### src/rtl/bcd_digit_encoder_if.sv
// -----------------------------------------------------------------------------
// bcd_digit_encoder_if
// Handshake/result bundle between a binary value source and bcd_digit_encoder.
//   master : drives start/bin, observes busy/done/digits/overflow
//   slave  : the encoder side
// Signals:
//   start    conversion request
//   bin      unsigned binary value (WIDTH bits)
//   busy     conversion in progress
//   done     one-cycle pulse when digits update
//   ones/tens/hundreds  BCD digit nibbles
//   overflow last converted value exceeded 999
// -----------------------------------------------------------------------------
interface bcd_digit_encoder_if #(
   parameter int WIDTH = 10
);
   logic             start;
   logic [WIDTH-1:0] bin;
   logic             busy;
   logic             done;
   logic [3:0]       ones;
   logic [3:0]       tens;
   logic [3:0]       hundreds;
   logic             overflow;

   modport master (
      output start, bin,
      input  busy, done, ones, tens, hundreds, overflow
   );

   modport slave (
      input  start, bin,
      output busy, done, ones, tens, hundreds, overflow
   );
endinterface

### src/rtl/bcd_digit_encoder.sv
// -----------------------------------------------------------------------------
// bcd_digit_encoder
// Sequential binary-to-BCD converter (double dabble, one input bit per clock)
// feeding the seven-segment display path. The last completed result is held
// on the outputs so the display never sees partial values.
//
// Parameters:
//   WIDTH  binary input width, legal range 4..13 (thousands nibble never
//          overflows within that range)
// Ports:
//   clk    system clock, rising edge
//   reset  asynchronous, active-high reset; aborts any conversion
//   bus    bcd_digit_encoder_if.slave (start, bin, busy, done, ones, tens,
//          hundreds, overflow); all outputs are registered
// Build option:
//   BCD_ENC_SATURATE_EN  when defined, values >999 display as 9/9/9;
//                        otherwise the low three digits are shown. overflow
//                        is flagged in both builds.
// Latency: start accepted at edge E0, done pulses after edge E(WIDTH+1).
// -----------------------------------------------------------------------------
module bcd_digit_encoder #(
   parameter int WIDTH = 10
) (
   input logic               clk,
   input logic               reset,
   bcd_digit_encoder_if.slave bus
);

   localparam int CW = $clog2(WIDTH + 1);

   typedef enum logic [1:0] {
      IDLE,
      SHIFT,
      DONE
   } state_t;

   state_t           state;
   logic [WIDTH-1:0] sr;
   logic [15:0]      scratch;
   logic [CW-1:0]    cnt;
   logic [11:0]      adj;

   logic             busy_r;
   logic             done_r;
   logic [3:0]       ones_r;
   logic [3:0]       tens_r;
   logic [3:0]       hundreds_r;
   logic             overflow_r;

   // Add-3 correction on the units/tens/hundreds nibbles. The thousands
   // nibble never needs it: reaching 5 there before the last shift would
   // imply a final value >= 10000, outside the legal WIDTH range.
   always_comb begin
      adj = scratch[11:0];
      for (int unsigned i = 0; i < 3; i++) begin
         if (scratch[4*i +: 4] >= 4'd5) begin
            adj[4*i +: 4] = scratch[4*i +: 4] + 4'd3;
         end
      end
   end

   always_ff @(posedge clk or posedge reset) begin
      if (reset) begin
         state      <= IDLE;
         sr         <= '0;
         scratch    <= '0;
         cnt        <= '0;
         busy_r     <= 1'b0;
         done_r     <= 1'b0;
         ones_r     <= '0;
         tens_r     <= '0;
         hundreds_r <= '0;
         overflow_r <= 1'b0;
      end else begin
         done_r <= 1'b0;
         case (state)
            IDLE: begin
               if (bus.start) begin
                  sr      <= bus.bin;
                  scratch <= '0;
                  cnt     <= CW'(WIDTH);
                  busy_r  <= 1'b1;
                  state   <= SHIFT;
               end
            end

            SHIFT: begin
               scratch <= {scratch[14:12], adj, sr[WIDTH-1]};
               sr      <= {sr[WIDTH-2:0], 1'b0};
               cnt     <= cnt - 1'b1;
               if (cnt == CW'(1)) begin
                  state <= DONE;
               end
            end

            DONE: begin
`ifdef BCD_ENC_SATURATE_EN
               if (scratch[15:12] != 4'd0) begin
                  ones_r     <= 4'd9;
                  tens_r     <= 4'd9;
                  hundreds_r <= 4'd9;
               end else begin
                  ones_r     <= scratch[3:0];
                  tens_r     <= scratch[7:4];
                  hundreds_r <= scratch[11:8];
               end
`else
               ones_r     <= scratch[3:0];
               tens_r     <= scratch[7:4];
               hundreds_r <= scratch[11:8];
`endif
               overflow_r <= (scratch[15:12] != 4'd0);
               done_r     <= 1'b1;
               busy_r     <= 1'b0;
               state      <= IDLE;
            end

            default: begin
               state  <= IDLE;
               busy_r <= 1'b0;
            end
         endcase
      end
   end

   assign bus.busy     = busy_r;
   assign bus.done     = done_r;
   assign bus.ones     = ones_r;
   assign bus.tens     = tens_r;
   assign bus.hundreds = hundreds_r;
   assign bus.overflow = overflow_r;

endmodule

### src/flat_wrapper.sv
// flat-port wrapper written by rule: the top's interface ports become plain ports
module bcd_digit_encoder_flat 
#(
   parameter int WIDTH = 10
)
  (clk, reset, bus_start, bus_bin, bus_busy, bus_done, bus_ones, bus_tens, bus_hundreds, bus_overflow);
  bcd_digit_encoder_if #(.WIDTH(WIDTH)) bus_i ();
  input logic clk;
  input logic reset;
  input wire logic [$bits(bus_i.start)-1:0] bus_start;
  input wire logic [$bits(bus_i.bin)-1:0] bus_bin;
  output wire logic [$bits(bus_i.busy)-1:0] bus_busy;
  output wire logic [$bits(bus_i.done)-1:0] bus_done;
  output wire logic [$bits(bus_i.ones)-1:0] bus_ones;
  output wire logic [$bits(bus_i.tens)-1:0] bus_tens;
  output wire logic [$bits(bus_i.hundreds)-1:0] bus_hundreds;
  output wire logic [$bits(bus_i.overflow)-1:0] bus_overflow;
  assign bus_i.start = bus_start;
  assign bus_i.bin = bus_bin;
  assign bus_busy = bus_i.busy;
  assign bus_done = bus_i.done;
  assign bus_ones = bus_i.ones;
  assign bus_tens = bus_i.tens;
  assign bus_hundreds = bus_i.hundreds;
  assign bus_overflow = bus_i.overflow;
  bcd_digit_encoder #(.WIDTH(WIDTH)) u_core (.clk(clk), .reset(reset), .bus(bus_i));
endmodule
### config.mk
export PLATFORM = sky130hd
export DESIGN_NAME = bcd_digit_encoder_flat
export DESIGN_NICKNAME = d
export VERILOG_FILES = /design/src/rtl/bcd_digit_encoder_if.sv /design/src/rtl/bcd_digit_encoder.sv /design/src/flat_wrapper.sv
export SDC_FILE = /design/constraint.sdc
export NUM_CORES = 1
export LEC_CHECK = 0
export ABC_CLOCK_PERIOD_IN_PS = 1500
export CORE_UTILIZATION = 48
export CTS_BUF_LIST = sky130_fd_sc_hd__clkbuf_8
export CTS_CLUSTER_DIAMETER = 60
export CTS_CLUSTER_SIZE = 28
export DETAILED_ROUTE_END_ITERATION = 6
export PLACE_DENSITY = 0.72
export SYNTH_ARGS = -nofsm -noshare
export SYNTH_HDL_FRONTEND = slang
export SYNTH_SLANG_ARGS = --single-unit
export TNS_END_PERCENT = 1
### constraint.sdc
create_clock -name clk -period 1.5 [get_ports clk]
set_input_delay 0.225 -clock clk [delete_from_list [all_inputs] [get_ports clk]]
set_output_delay 0.225 -clock clk [all_outputs]
set_load 0.1 [all_outputs]
==> results by stage, run 1 <==
Outcome:
- The run finished with clean final reports.

Yosys:
- The share of synthesized flip-flops with an asynchronous set or reset is 1.00.
- The synthesized flop and latch total is 47.
- Yosys mapped a number of flops with a built-in enable equal to 0.
- The largest total area in the synthesized netlist belongs to sky130_fd_sc_hd__dfrtp_1.
- By area the synthesized netlist is led by sky130_fd_sc_hd__dfrtp_1, sky130_fd_sc_hd__nand2_1, sky130_fd_sc_hd__ha_1.
- The combined area of all synthesized cells is 2130 sq um.
- The post-synthesis area per instance is 10.6 sq um.
- The count of cell types in the netlist is 35.
- The share of synthesized area in the top cell type comes to 0.552.
- The post-synthesis instance total is 201.
- Of the synthesized area, sequential elements account for 0.552.
- The number of warning messages in the yosys log is 0.
- The net count of the mapped netlist is 222.
- The dominant register cell in the synthesized netlist is sky130_fd_sc_hd__dfrtp_1.

Place:
- The number of port buffers is 27.
- At the end of routability-driven placement, the weighted congestion stood at 0.779.
- Timing analysis after detailed placement gives a worst setup slack of 0.00489 ns.
- Detailed placement finished with a half-perimeter wire length of 2940 um.

Setup path:
- Together, buffers and inverters on the worst path number 1.
- Grouping stages by cell kind, the critical path spends the most delay in flip-flops.
- The delay of the slowest critical-path stage is 0.38 ns.
- The kind of end point of the critical path is a register.
- The top fanout value on the critical path is 5.
- The setup check on the worst reg-to-reg path leaves a slack of 0.08 ns.
- The critical path goes through inv_1 -> ha_1 -> nand2b_1 -> a21oi_2 -> mux2i_1 -> a22o_1.
- The launching point of the worst reg2reg path is u_core.scratch[9].
- The cell count of the worst reg-to-reg path is 6.
- The data arrival time of the critical path is 1.65 ns.
- The slowest cell on the critical path is sky130_fd_sc_hd__dfrtp_1.
- The critical path launch point is u_core.scratch[9].
- The critical path runs through a total of 6 cells.
- The worst setup path is of the reg -> reg kind.
- At the worst endpoint, the required time is 1.74 ns.
- The startpoint class of the critical path is a register.

Global routing:
- The wire length of the first global-routing pass is 7350 um.
- The maximum number of pins on one net before global-route repair is 27.
- The via count of the first global-routing pass is 1660.
- The leftover overflow at the end of global routing is 0.
- The initial antenna violation count is 0.
- In the global route stage, overall resource usage came out at 0.213.

Detailed routing:
- The routed via count is 1621.
- The number of iterations in the first detailed-routing pass is 4.
- The remaining number of nets flagged by the antenna check after routing is 0.
- The remaining routing DRC violations is 0.
- After the first detailed-routing iteration, the DRC count stood at 114.
- The via count normalized by instance count is 5.35.
- In the final routed layout, each cell accounts on average for 14.1 um.
- The final layout contains routed wiring with a total length of 4280 um.

Timing:
- For the pin with the worst max-slew slack, the measured transition is 0.307 ns.
- The post-route fraction of the period consumed by the critical path is 0.944.
- The worst path meets setup with 0.0841 ns of slack.
- The final number of max-transition violations came to 0.
- Setup repair after global routing could not meet its margin everywhere.
- The number of hold violations in the final report came to 0.
- The worst path in the final design needs a cycle of 1.42 ns, including I/O delays and setup.
- The highest clock frequency the design can meet is 0.706 GHz.
- For the final database, setup skew stands at 0.00572 ns.
- Setup violations remaining at the end of the flow were counted as 0.
- The worst slew margin relative to its limit is 0.795.

Floorplanning:
- After floorplanning, the core was sized to cover 4120 sq um.
- The die height is 68.6 um.
- The initial utilization of the core area, before any placement, comes to 0.517.
- The die covers 4710 sq um.
- The number of placement rows is 23.
- The width of the die is 68.6 um.
- The number of placed I/O pins is 28.

Worst hold path:
- The classification of the worst-slack hold path is in -> async.

Run:
- The number of max-cap violations is 0.

Clock network:
- Clock-pin slew was measured on the worst setup and hold paths at 0.08 ns.
- After clock tree synthesis, the flow added hold-fix buffers numbering 0.
- TritonCTS built the clock tree.
- The clock insertion delay at the later pin of the skew report is 0.30 ns.
- The CTS H-tree depth is 2.
- For this design, the sink count on the clock tree is 47.
- Buffers added to address setup during post-CTS repair amount to 0.
- In this run the deepest clock path goes through 2 buffers.
- The cell chosen for the clock root is sky130_fd_sc_hd__clkbuf_8.
- Buffers inserted during clock tree synthesis total 5.

Pwr:
- The largest vdd supply drop is 1580 uV.
- For this design the ratio of total power to cell area is 2430 nW/um^2.
- The leakage power is 1.37 nW.

Finish:
- Relative to the synthesized area, the layout overhead comes to 35.7%.
- The net total in the final layout is 273.
- The number of antenna repair diodes is 0.
- In the layout the commonest cells are sky130_fd_sc_hd__dfrtp_1, sky130_fd_sc_hd__nand2_1, sky130_fd_sc_hd__buf_4.
- The fraction of layout instances using a drive strength above 1 is 0.237.
- Once layout is complete, the utilization of the core stands at 0.702.
- The most frequent standard cell in the layout excluding fill and tap cells is sky130_fd_sc_hd__dfrtp_1.
==> cell usage after synthesis (all sizes together) (2+ instances only) <==
cell type / count
mux2i: 3
o32ai: 2
a31oi: 9
a22o: 6
xnor2: 3
xor2: 2
a32o: 3
o22ai: 3
nand2b: 4
nand2: 29
a22oi: 2
inv: 11
buf: 9
ha: 8
mux2: 6
dfrtp: 47
o31ai: 3
nor2b: 3
a21oi: 8
nor2: 15
o21ai: 18
==> logic make-up after synthesis <==
family | synth area share
AND/OR/NAND/NOR | 0.123
AO/OA/AOI/OAI | 0.161
flip-flops | 0.552
buffers and inverters | 0.0499
multiplexers | 0.0458
adder cells (fa/ha/maj) | 0.0470
XOR/XNOR | 0.0206
==> report_power, final <==
part	switching (W)	internal, W
clock network	0.000417	0.000414
registers	0.000463	0.00179
logic	0.00223	0.00169
total	0.00311	0.00390
==> routing by layer <==
layer,GRT usage,vias up,part of all wire
met5,0,-,0
li1,-,796,-
met4,0.0781,0,0.013
met3,0.0395,5,0.028
met1,0.269,789,0.47
met2,0.363,31,0.49
==> timing repair <==
| action | in CTS | in global routing |
|---|---|---|
| pin swaps | 0 | 1 |
| gates cloned | 0 | 0 |
| endpoints found under the setup margin | 1 | 5 |
| gates resized for setup | 1 | 3 |
==> stage by stage <==
step | TNS [ns] | cell area [sq um] | cells | hold WS [ns] | power [W]
2_1_floorplan | 0 | 2130 | 201 | 0.375 | 0.00466
3_3_place_gp | 0 | 2780 | 295 | 0.489 | 0.00603
3_5_place_dp | 0 | 2780 | 295 | 0.496 | 0.00613
4_1_cts | 0 | 2880 | 303 | 0.188 | 0.00699
5_1_grt | -0.0532 | 2890 | 303 | 0.205 | 0.00743
6_report | 0 | 2890 | 303 | 0.182 | 0.00701
==> final cells by class <==
type	instances	area [sq um]
fillers	320	1230
flip-flops and latches	47	1180
multi-input cells	133	861
repair buffers	54	648
clock buffers	7	96.3
well taps	50	62.6
inverters	11	41.3
clock inverters	1	3.75
==> final timing paths <==
check,endpoint
setup / recovery,u_core.scratch[10]
hold / removal,u_core.state[1]
setup reg to reg,u_core.scratch[10]
hold reg to reg,u_core.scratch[0]
max in group asynchronous,u_core.sr[4]
min in group clk,u_core.sr[4]
==> flip-flops by register name, summed over array words and instances (netlist names) <==
| register | count |
|---|---|
| u_core.bus.busy | 1 |
| u_core.cnt | 4 |
| u_core.state | 2 |
| u_core.bus.hundreds | 4 |
| u_core.sr | 10 |
| u_core.bus.tens | 4 |
| u_core.bus.done | 1 |
| u_core.scratch | 16 |
| u_core.bus.overflow | 1 |
| u_core.bus.ones | 4 |
No activity file was read; power rests on OpenSTA's default activity.
==> run 2, diff against run 1 <==
Settings changed: ABC_CLOCK_PERIOD_IN_PS 1500 to unset.
==> results of run 2 <==
Final layout, timing and power as in run 1 (identical DEF).
